$ cat src/rtl/uart_rx_wr_if.sv
// FIFO write-port bundle between the serial receiver and the async FIFO.
// The receiver drives wren/wdata and observes wfull.
interface uart_rx_wr_if #(
    parameter int dsize = 8
);
    logic             wren;
    logic [dsize-1:0] wdata;
    logic             wfull;

    modport master (output wren, output wdata, input wfull);
    modport slave  (input wren, input wdata, output wfull);
endinterface

$ cat src/rtl/uart_rx_wr.sv
// 8N1 serial receiver feeding the async FIFO write port through a
// one-entry hold buffer, with framing-error and overrun pulses.
module uart_rx_wr #(
    parameter int dsize    = 8,
    parameter int baud_div = 16
) (
    input  logic         wclk,
    input  logic         wrstn,
    input  logic         rxd,
    uart_rx_wr_if.master wr,
    output logic         frame_err,
    output logic         overrun,
    output logic         busy
);
    localparam int cw = $clog2(baud_div);
    localparam int iw = $clog2(dsize + 1);
    localparam logic [cw-1:0] half_m1  = cw'(baud_div / 2 - 1);
    localparam logic [cw-1:0] full_m1  = cw'(baud_div - 1);
    localparam logic [iw-1:0] last_idx = iw'(dsize - 1);

    localparam logic [1:0] IDLE  = 2'd0;
    localparam logic [1:0] START = 2'd1;
    localparam logic [1:0] DATA  = 2'd2;
    localparam logic [1:0] STOP  = 2'd3;

    logic             rxd_m;
    logic             rxd_s;
    logic [1:0]       state;
    logic [cw-1:0]    cnt;
    logic [iw-1:0]    idx;
    logic [dsize-1:0] shreg;
    logic [dsize-1:0] hold_data;
    logic             hold_vld;
    logic             take;
    logic             stop_ok;

    // Idle-high synchronizer: a reset never looks like a start bit
    always_ff @(posedge wclk or negedge wrstn) begin
        if (!wrstn) begin
            rxd_m <= 1'b1;
            rxd_s <= 1'b1;
        end else begin
            rxd_m <= rxd;
            rxd_s <= rxd_m;
        end
    end

    always_ff @(posedge wclk or negedge wrstn) begin
        if (!wrstn) begin
            state     <= IDLE;
            cnt       <= '0;
            idx       <= '0;
            shreg     <= '0;
            frame_err <= 1'b0;
        end else begin
            frame_err <= 1'b0;
            if (cnt != '0)
                cnt <= cnt - cw'(1);
            case (state)
                IDLE: begin
                    if (!rxd_s) begin
                        cnt   <= half_m1;
                        state <= START;
                    end
                end
                START: begin
                    if (cnt == '0) begin
                        if (rxd_s) begin
                            state <= IDLE;
                        end else begin
                            cnt   <= full_m1;
                            idx   <= '0;
                            state <= DATA;
                        end
                    end
                end
                DATA: begin
                    if (cnt == '0) begin
                        shreg <= {rxd_s, shreg[dsize-1:1]};
                        idx   <= idx + iw'(1);
                        cnt   <= full_m1;
                        if (idx == last_idx)
                            state <= STOP;
                    end
                end
                STOP: begin
                    if (cnt == '0) begin
                        state <= IDLE;
                        if (!rxd_s)
                            frame_err <= 1'b1;
                    end
                end
                default: state <= IDLE;
            endcase
        end
    end

    assign stop_ok = (state == STOP) && (cnt == '0) && rxd_s;
    assign take    = hold_vld & ~wr.wfull;

    // A write and a new delivery on the same edge is a drain-and-refill
    always_ff @(posedge wclk or negedge wrstn) begin
        if (!wrstn) begin
            hold_data <= '0;
            hold_vld  <= 1'b0;
            overrun   <= 1'b0;
        end else begin
            overrun <= 1'b0;
            if (stop_ok && (!hold_vld || take)) begin
                hold_data <= shreg;
                hold_vld  <= 1'b1;
            end else begin
                if (take)
                    hold_vld <= 1'b0;
                if (stop_ok)
                    overrun <= 1'b1;
            end
        end
    end

    assign wr.wren  = take;
    assign wr.wdata = hold_data;
    assign busy     = (state != IDLE);
endmodule

$ cat src/flat_wrapper.sv
// flat-port wrapper written by rule: the top's interface ports become plain ports
module uart_rx_wr_flat 
#(
    parameter int dsize    = 8,
    parameter int baud_div = 16
)
  (wclk, wrstn, rxd, frame_err, overrun, busy, wr_wren, wr_wdata, wr_wfull);
  uart_rx_wr_if #(.dsize(dsize)) wr_i ();
  input  logic wclk;
  input  logic wrstn;
  input  logic rxd;
  output logic frame_err;
  output logic overrun;
  output logic busy;
  output wire logic [$bits(wr_i.wren)-1:0] wr_wren;
  output wire logic [$bits(wr_i.wdata)-1:0] wr_wdata;
  input wire logic [$bits(wr_i.wfull)-1:0] wr_wfull;
  assign wr_wren = wr_i.wren;
  assign wr_wdata = wr_i.wdata;
  assign wr_i.wfull = wr_wfull;
  uart_rx_wr #(.dsize(dsize), .baud_div(baud_div)) u_core (.wclk(wclk), .wrstn(wrstn), .rxd(rxd), .wr(wr_i), .frame_err(frame_err), .overrun(overrun), .busy(busy));
endmodule
$ cat config.mk
export PLATFORM = sky130hd
export DESIGN_NAME = uart_rx_wr_flat
export DESIGN_NICKNAME = d
export VERILOG_FILES = /design/src/rtl/uart_rx_wr_if.sv /design/src/rtl/uart_rx_wr.sv /design/src/flat_wrapper.sv
export SDC_FILE = /design/constraint.sdc
export NUM_CORES = 1
export LEC_CHECK = 0
export CORE_UTILIZATION = 49
export CTS_CLUSTER_SIZE = 10
export DETAILED_ROUTE_END_ITERATION = 8
export MAX_ROUTING_LAYER = met4
export PLACE_DENSITY_LB_ADDON = 0.15
export RECOVER_POWER = 50
export SLEW_MARGIN = 5
export SYNTH_ARGS = -nofsm -noshare
export SYNTH_HDL_FRONTEND = slang
export SYNTH_SLANG_ARGS = --single-unit
$ cat constraint.sdc
create_clock -name wclk -period 1.9 [get_ports wclk]
set_input_delay 0.38 -clock wclk [delete_from_list [all_inputs] [get_ports wclk]]
set_output_delay 0.38 -clock wclk [all_outputs]
set_load 0.01 [all_outputs]
# After elaboration in Yosys (flattened, before gate mapping)
# Index checks and enable logic that the tools add are counted.
# totals
regBits	31
latch_bits	0
mem_bits_rw	0
mem_bits_ro	0
in_bits	4
output_inout_bits	12
elab_cells	62
mem_count	0
# op_classes
addsub	2
mul	0
div	0
magnitude_cmp	0
eq_ne	10
shifts	0
n_mux	24
bitwise_logic	2
reduce_logical	14
# ops
op	count
4-bit two-way mux	8
2-bit two-way mux	6
4-bit case mux with 3 select lines	1
2-bit by 1-bit inequality test with 1-bit output (second input constant)	4
2-bit case mux with 4 select lines	1
4-bit case mux with 2 select lines	1
1-bit two-way mux	7
2-bit nonzero test	3
5-bit AND reduction	1
4-bit by 1-bit adder with 4-bit output (second input constant)	1
2-bit equality test (second input constant)	2
4-bit by 3-bit equality test with 1-bit output (second input constant)	1
4-bit zero test	1
2-bit inequality test (second input constant)	2
4-bit AND reduction	1
4-bit nonzero test	1
4-bit by 1-bit subtractor with 4-bit output (second input constant)	1
1-bit logical AND	3
2-bit by 1-bit equality test with 1-bit output (second input constant)	1
2-bit zero test	1
2-bit AND reduction	1
1-bit bitwise AND	1
1-bit zero test	1
1-bit logical OR	1
1-bit NOT	1

# Logic depth before layout (Yosys ltp)
# logic_depth
ltp_word	5
depth_mapped	9

# Least setup slack after synthesis
# OpenSTA, ideal clock, no wires.
# synth_timing
path_kind	register to register
startpoint	register u_core.cnt[0]
endpoint	register u_core.hold_data[0], in the netlist u_core.wr.wdata[0]
setup_time_ns	0.125
t_arrival_ns	1.739
required_ns	1.775
setup_slack_ns	0.036
path_stages_with_launch	7
cell_sequence	dfrtp_1 -> inv_1 -> ha_1 -> nor3b_4 -> inv_2 -> nor3b_4 -> mux2_2
# synth_via
elab_chain_len	4
# synth_rtl
element	line_no	text
start, declared	uart_rx_wr.sv:29	logic [cw-1:0] cnt;
start signal, assigned	uart_rx_wr.sv:58	cnt <= cnt - cw'(1);
start signal, assigned	uart_rx_wr.sv:62	cnt <= half_m1;
start signal, assigned	uart_rx_wr.sv:71	cnt <= full_m1;
4-bit zero test	uart_rx_wr.sv:98	assign stop_ok = (state == STOP) && (cnt == '0) && rxd_s;
1-bit logical AND (2 in series)	uart_rx_wr.sv:98	
1-bit logical AND	uart_rx_wr.sv:109	if (stop_ok && (!hold_vld || take)) begin
end signal, assigned	uart_rx_wr.sv:110	hold_data <= shreg;
end, declared	uart_rx_wr.sv:32	logic [dsize-1:0] hold_data;
# No other way between the ends.
# A chain may end at the register's enable or synchronous reset.

# Worst setup path in the final report
# layout_timing
startpoint	input port wr_wfull
endpoint	output port wr_wren
# layout_via
elab_chain_len	2
# layout_rtl
element	line_no	text
start, declared	flat_wrapper.sv:17	input wire logic [$bits(wr_i.wfull)-1:0] wr_wfull;
1-bit NOT	uart_rx_wr.sv:99	assign take = hold_vld & ~wr.wfull;
1-bit bitwise AND	uart_rx_wr.sv:99	
end, declared	flat_wrapper.sv:15	output wire logic [$bits(wr_i.wren)-1:0] wr_wren;
# No other way between the ends.

==> flow_summary.rst <==
.. list-table::
   :header-rows: 1

   * - Metric
     - Value
   * - Outcome
     - finished clean
   * - End point of the critical path
     - wr_wren
   * - Initial cell density of the core
     - between 50 and 60%
   * - Area of the mapped netlist
     - around 1400 µm²
   * - Vertical die dimension
     - ~56 µm
   * - Number of failing setup endpoints in the final timing report
     - 0
   * - Worst-case setup margin in the final layout
     - between 0.04 and 0.05 ns
   * - Maximum ir drop on the vdd rail
     - a little under 900 µV
   * - Slowest library cell on the worst path
     - clkdlybuf4s50_1
   * - Ant. Diodes
     - 0
   * - Floorplan Core Area
     - approximately 2800 µm²
   * - Final instance count without filler cells
     - approximately 180
   * - Crit-path most repeated cell
     - clkdlybuf4s50_1
   * - Leading post-synthesis cells by cell area
     - dfrtp_1 (51%), mux2_2 (13%), dfstp_2 (3.7%)
   * - Maximum fanout along the worst path
     - 2
   * - Final hold violation count
     - 0
   * - Storage element area
     - around 780 µm²
   * - Number of fill cells in the layout
     - 225
   * - Clock tree from TritonCTS
     - done
   * - CTS clk-pin slew, worst paths
     - about 0.10 ns
   * - Fraction of the yosys area taken by sequential cells
     - between 50% and 60%
   * - Number of warnings issued by yosys
     - 0
   * - Die footprint
     - roughly 3100 µm²
   * - Net Count, Synth
     - approximately 120
   * - H-tree depth
     - 2
   * - Summed negative setup slack over all endpoints
     - 0 ns
   * - Type of element capturing the critical path
     - output pin
   * - Top-area cell type share of the netlist area
     - 51.0%
   * - Total congestion overflow after global routing
     - 0
   * - Kind of critical path
     - in2out
   * - Number of clock sinks
     - 31
   * - List of most frequent post-synthesis cells
     - dfrtp_1 (29), mux2_2 (16), nand2_1 (8), o31a_1 (5)
   * - Count of mapped cells out of synthesis
     - roughly 120
   * - # IOs
     - 16
   * - P per Cell Area
     - approximately 1200 nW/µm²
   * - Worst setup slack for register-to-register paths
     - 0.11 ns
   * - Max-cap violations
     - 0
   * - Cell Rows
     - 19
   * - Weighted congestion at the end of routability-driven global placement
     - between 0.7 and 0.8
   * - Post-detailed-route wirelength per cell
     - approximately 15 µm
   * - Count of antenna-violating nets left after detailed routing
     - 0
   * - Cell chain of the critical path
     - clkdlybuf4s50_1, nor2b_1, clkdlybuf4s50_1
   * - Vias in the first global route
     - roughly 1000
   * - R2R depth
     - 8
   * - Worst EP arrival
     - approximately 1.5 ns
   * - Buffers added on ports
     - 15
   * - Cell family with the largest share of critical-path delay
     - buffers and inverters
   * - # placed instances
     - 168
   * - Post-Route Utilization
     - about two thirds
   * - Number of buffers on the longest clock path
     - 2
   * - Number of search-and-repair iterations in the first detailed-routing pass
     - 4
   * - Worst-case clock skew
     - approximately 0.008 ns
   * - DRT Wirelength
     - between 2000 and 3000 µm
   * - Half-perimeter wire length of the detailed placement result
     - approximately 1800 µm
   * - Largest net degree at the start of global routing
     - 32
   * - Pre-CTS worst setup slack
     - 0.0404 ns
   * - Required time at the endpoint of the critical path
     - around 1.5 ns
   * - Proportion of layout cells with a drive suffix above 1
     - approximately a third
   * - Number of nets at the end of the flow
     - between 150 and 200
   * - Clk_lat worst skew
     - between 0.3 and 0.4 ns
   * - Count of hold-fix buffers inserted at cts
     - 0
   * - Worst slew margin relative to its limit
     - between 40% and 50%
   * - Area leader, netlist
     - dfrtp_1
   * - DRC violations left
     - 0
   * - Most frequently used cell type in the post-synthesis netlist
     - dfrtp_1
   * - Global-route wire length before repair
     - approximately 4600 µm
   * - Unrepaired setup endpoints after global routing
     - false
   * - Minimum clock period after layout
     - around 1.9 ns
   * - Clock root cell
     - clkbuf_4
   * - Actual transition at the worst max-transition pin
     - 0.750 ns
   * - Final max-slew violation count
     - 0
   * - Final worst path period share
     - between 90% and 100%
   * - Static power due to leakage
     - 0.850 nW
   * - Starting DRT DRC Count
     - 22
   * - Endpoint of the worst-slack reg-to-reg timing path
     - u_core.idx[3]
   * - Synth-to-Final Area Change
     - 25.9%
   * - Via count of the routed design
     - 1017
   * - Total GRT Usage
     - between 20 and 25%
   * - Total clock buffers created by CTS
     - 5
   * - Register bit total from synthesis
     - 31
   * - Initial antenna violation count
     - 0
   * - Depth of the critical timing path with buffers and inverters included
     - 3
   * - Hold/Removal Path Class
     - reg2reg
   * - Timing startpoint of the critical path
     - wr_wfull
   * - Post-synth EDFFs
     - 0
   * - Startpoint of the worst-slack reg-to-reg timing path
     - u_core.cnt[0]
   * - Via count normalized by instance count
     - 5.68
   * - Unique cell type count in the Yosys netlist
     - 31
   * - Area taken by multi-input logic gates
     - 608 µm²
   * - Critical path's largest stage delay
     - ~0.55 ns
   * - Die outline width
     - about 56 µm
   * - Buf/Inv on CP
     - 2
   * - Post-Synthesis Mean Instance Area
     - 12.3 µm²
   * - Startpoint Class
     - primary input
   * - Dominant register cell in the synthesized netlist
     - dfrtp_1
   * - Fmax
     - ~0.54 GHz
   * - Async S/R FF share, synth
     - 100%
==> cell usage in the layout (no fill, tap or decap), types with 2 or more instances in the layout <==
cell             instances
dfrtp_1                 29
mux2_2                  16
clkdlybuf4s50_1         12
buf_4                   10
nand2_1                  8
clkbuf_4                 6
o31a_1                   5
nor2_1                   4
nor3_1                   4
a211oi_1                 4
o221a_2                  4
or2_2                    3
nor2b_1                  3
a21oi_1                  3
inv_1                    3
o21ai_0                  3
nand3_1                  3
ha_1                     3
nor3b_4                  2
clkbuf_8                 2
dlygate4sd3_1            2
buf_12                   2
dfstp_2                  2
==> area by class of cell <==
type	count	share of cell area [%]
Multi-Input combinational cell	76	33.9
Sequential cell	31	43.4
Clock inverter	1	0.419
Clock buffer	7	3.63
Tap cell	31	2.16
Inverter	4	0.837
Timing Repair Buffer	29	15.6
==> state kept, by name (all words and copies together), names as in the netlist, named ones only <==
name              flops
u_core.overrun        1
u_core.shreg          8
u_core.frame_err      1
u_core.rxd_s          1
u_core.hold_vld       1
u_core.wr.wdata       8
u_core.cnt            4
u_core.rxd_m          1
u_core.state          1
u_core.idx            4
==> cell families after synthesis <==
kind of cell               after synthesis  share of synthesized area (%)
adders and majority gates                3                           2.64
and+or+nand+nor                         34                           14.5
AOI/OAI and AO/OA                       23                           12.9
buffers and inverters                    9                           2.64
DFF                                     31                           54.7
muxes                                   16                           12.7
==> worst min path at each step <==
stage	start	end	slack (ns)	cells past startpoint
after floorplan	wrstn	asynchronous set/reset pin	0.08	0
after global placement	u_core.rxd_m	u_core.rxd_s	0.35	0
after detailed placement	u_core.rxd_m	u_core.rxd_s	0.35	0
after CTS	u_core.rxd_m	u_core.rxd_s	0.36	0
after global routing	u_core.rxd_m	u_core.rxd_s	0.36	0
final	u_core.rxd_m	u_core.rxd_s	0.36	0
==> power by group <==
| part | internal [mW] | switching, mW |
|---|---|---|
| clock | 0.216 | 0.236 |
| sequential | 0.772 | 0.103 |
| combinational | 0.387 | 0.383 |
| total | 1.38 | 0.722 |
==> worst reg2reg max path, stage by stage (launching register included) <==
cell and delay, ns:
dfrtp_1 0.39, inv_1 0.08, ha_1 0.17, nor3b_4 0.22, clkbuf_4 0.16, buf_4 0.12, nand2_1 0.10, buf_12 0.17
o221a_2 0.28
==> repair_timing <==
item                                   4_1_cts  5_1_grt
resized for setup                            0        1
endpoints found under the hold margin        0        0
setup endpoints to repair                    1        9
pin swaps                                    0        1
setup buffers                                1        2
==> through the flow <==
stage                     cell area, µm²  total power, mW  hold slack [ns]
after global placement              1700             1.59            0.346
after detailed placement            1700             1.62            0.347
final                               1790             2.10            0.361
after floorplan                     1420             1.34           0.0844
after global routing                1790             2.23            0.365
after CTS                           1780             2.10            0.362
==> metal layers <==
metal  global-route usage [%]  vias up  share of wire, %
met2                     29.8       16                47
met3                     6.51        8               3.5
met4                     9.06        0               2.4
met5                        -        -                 0
li1                         -      490                 -
met1                     25.6      503                47
No activity file was read; power rests on OpenSTA's default activity.
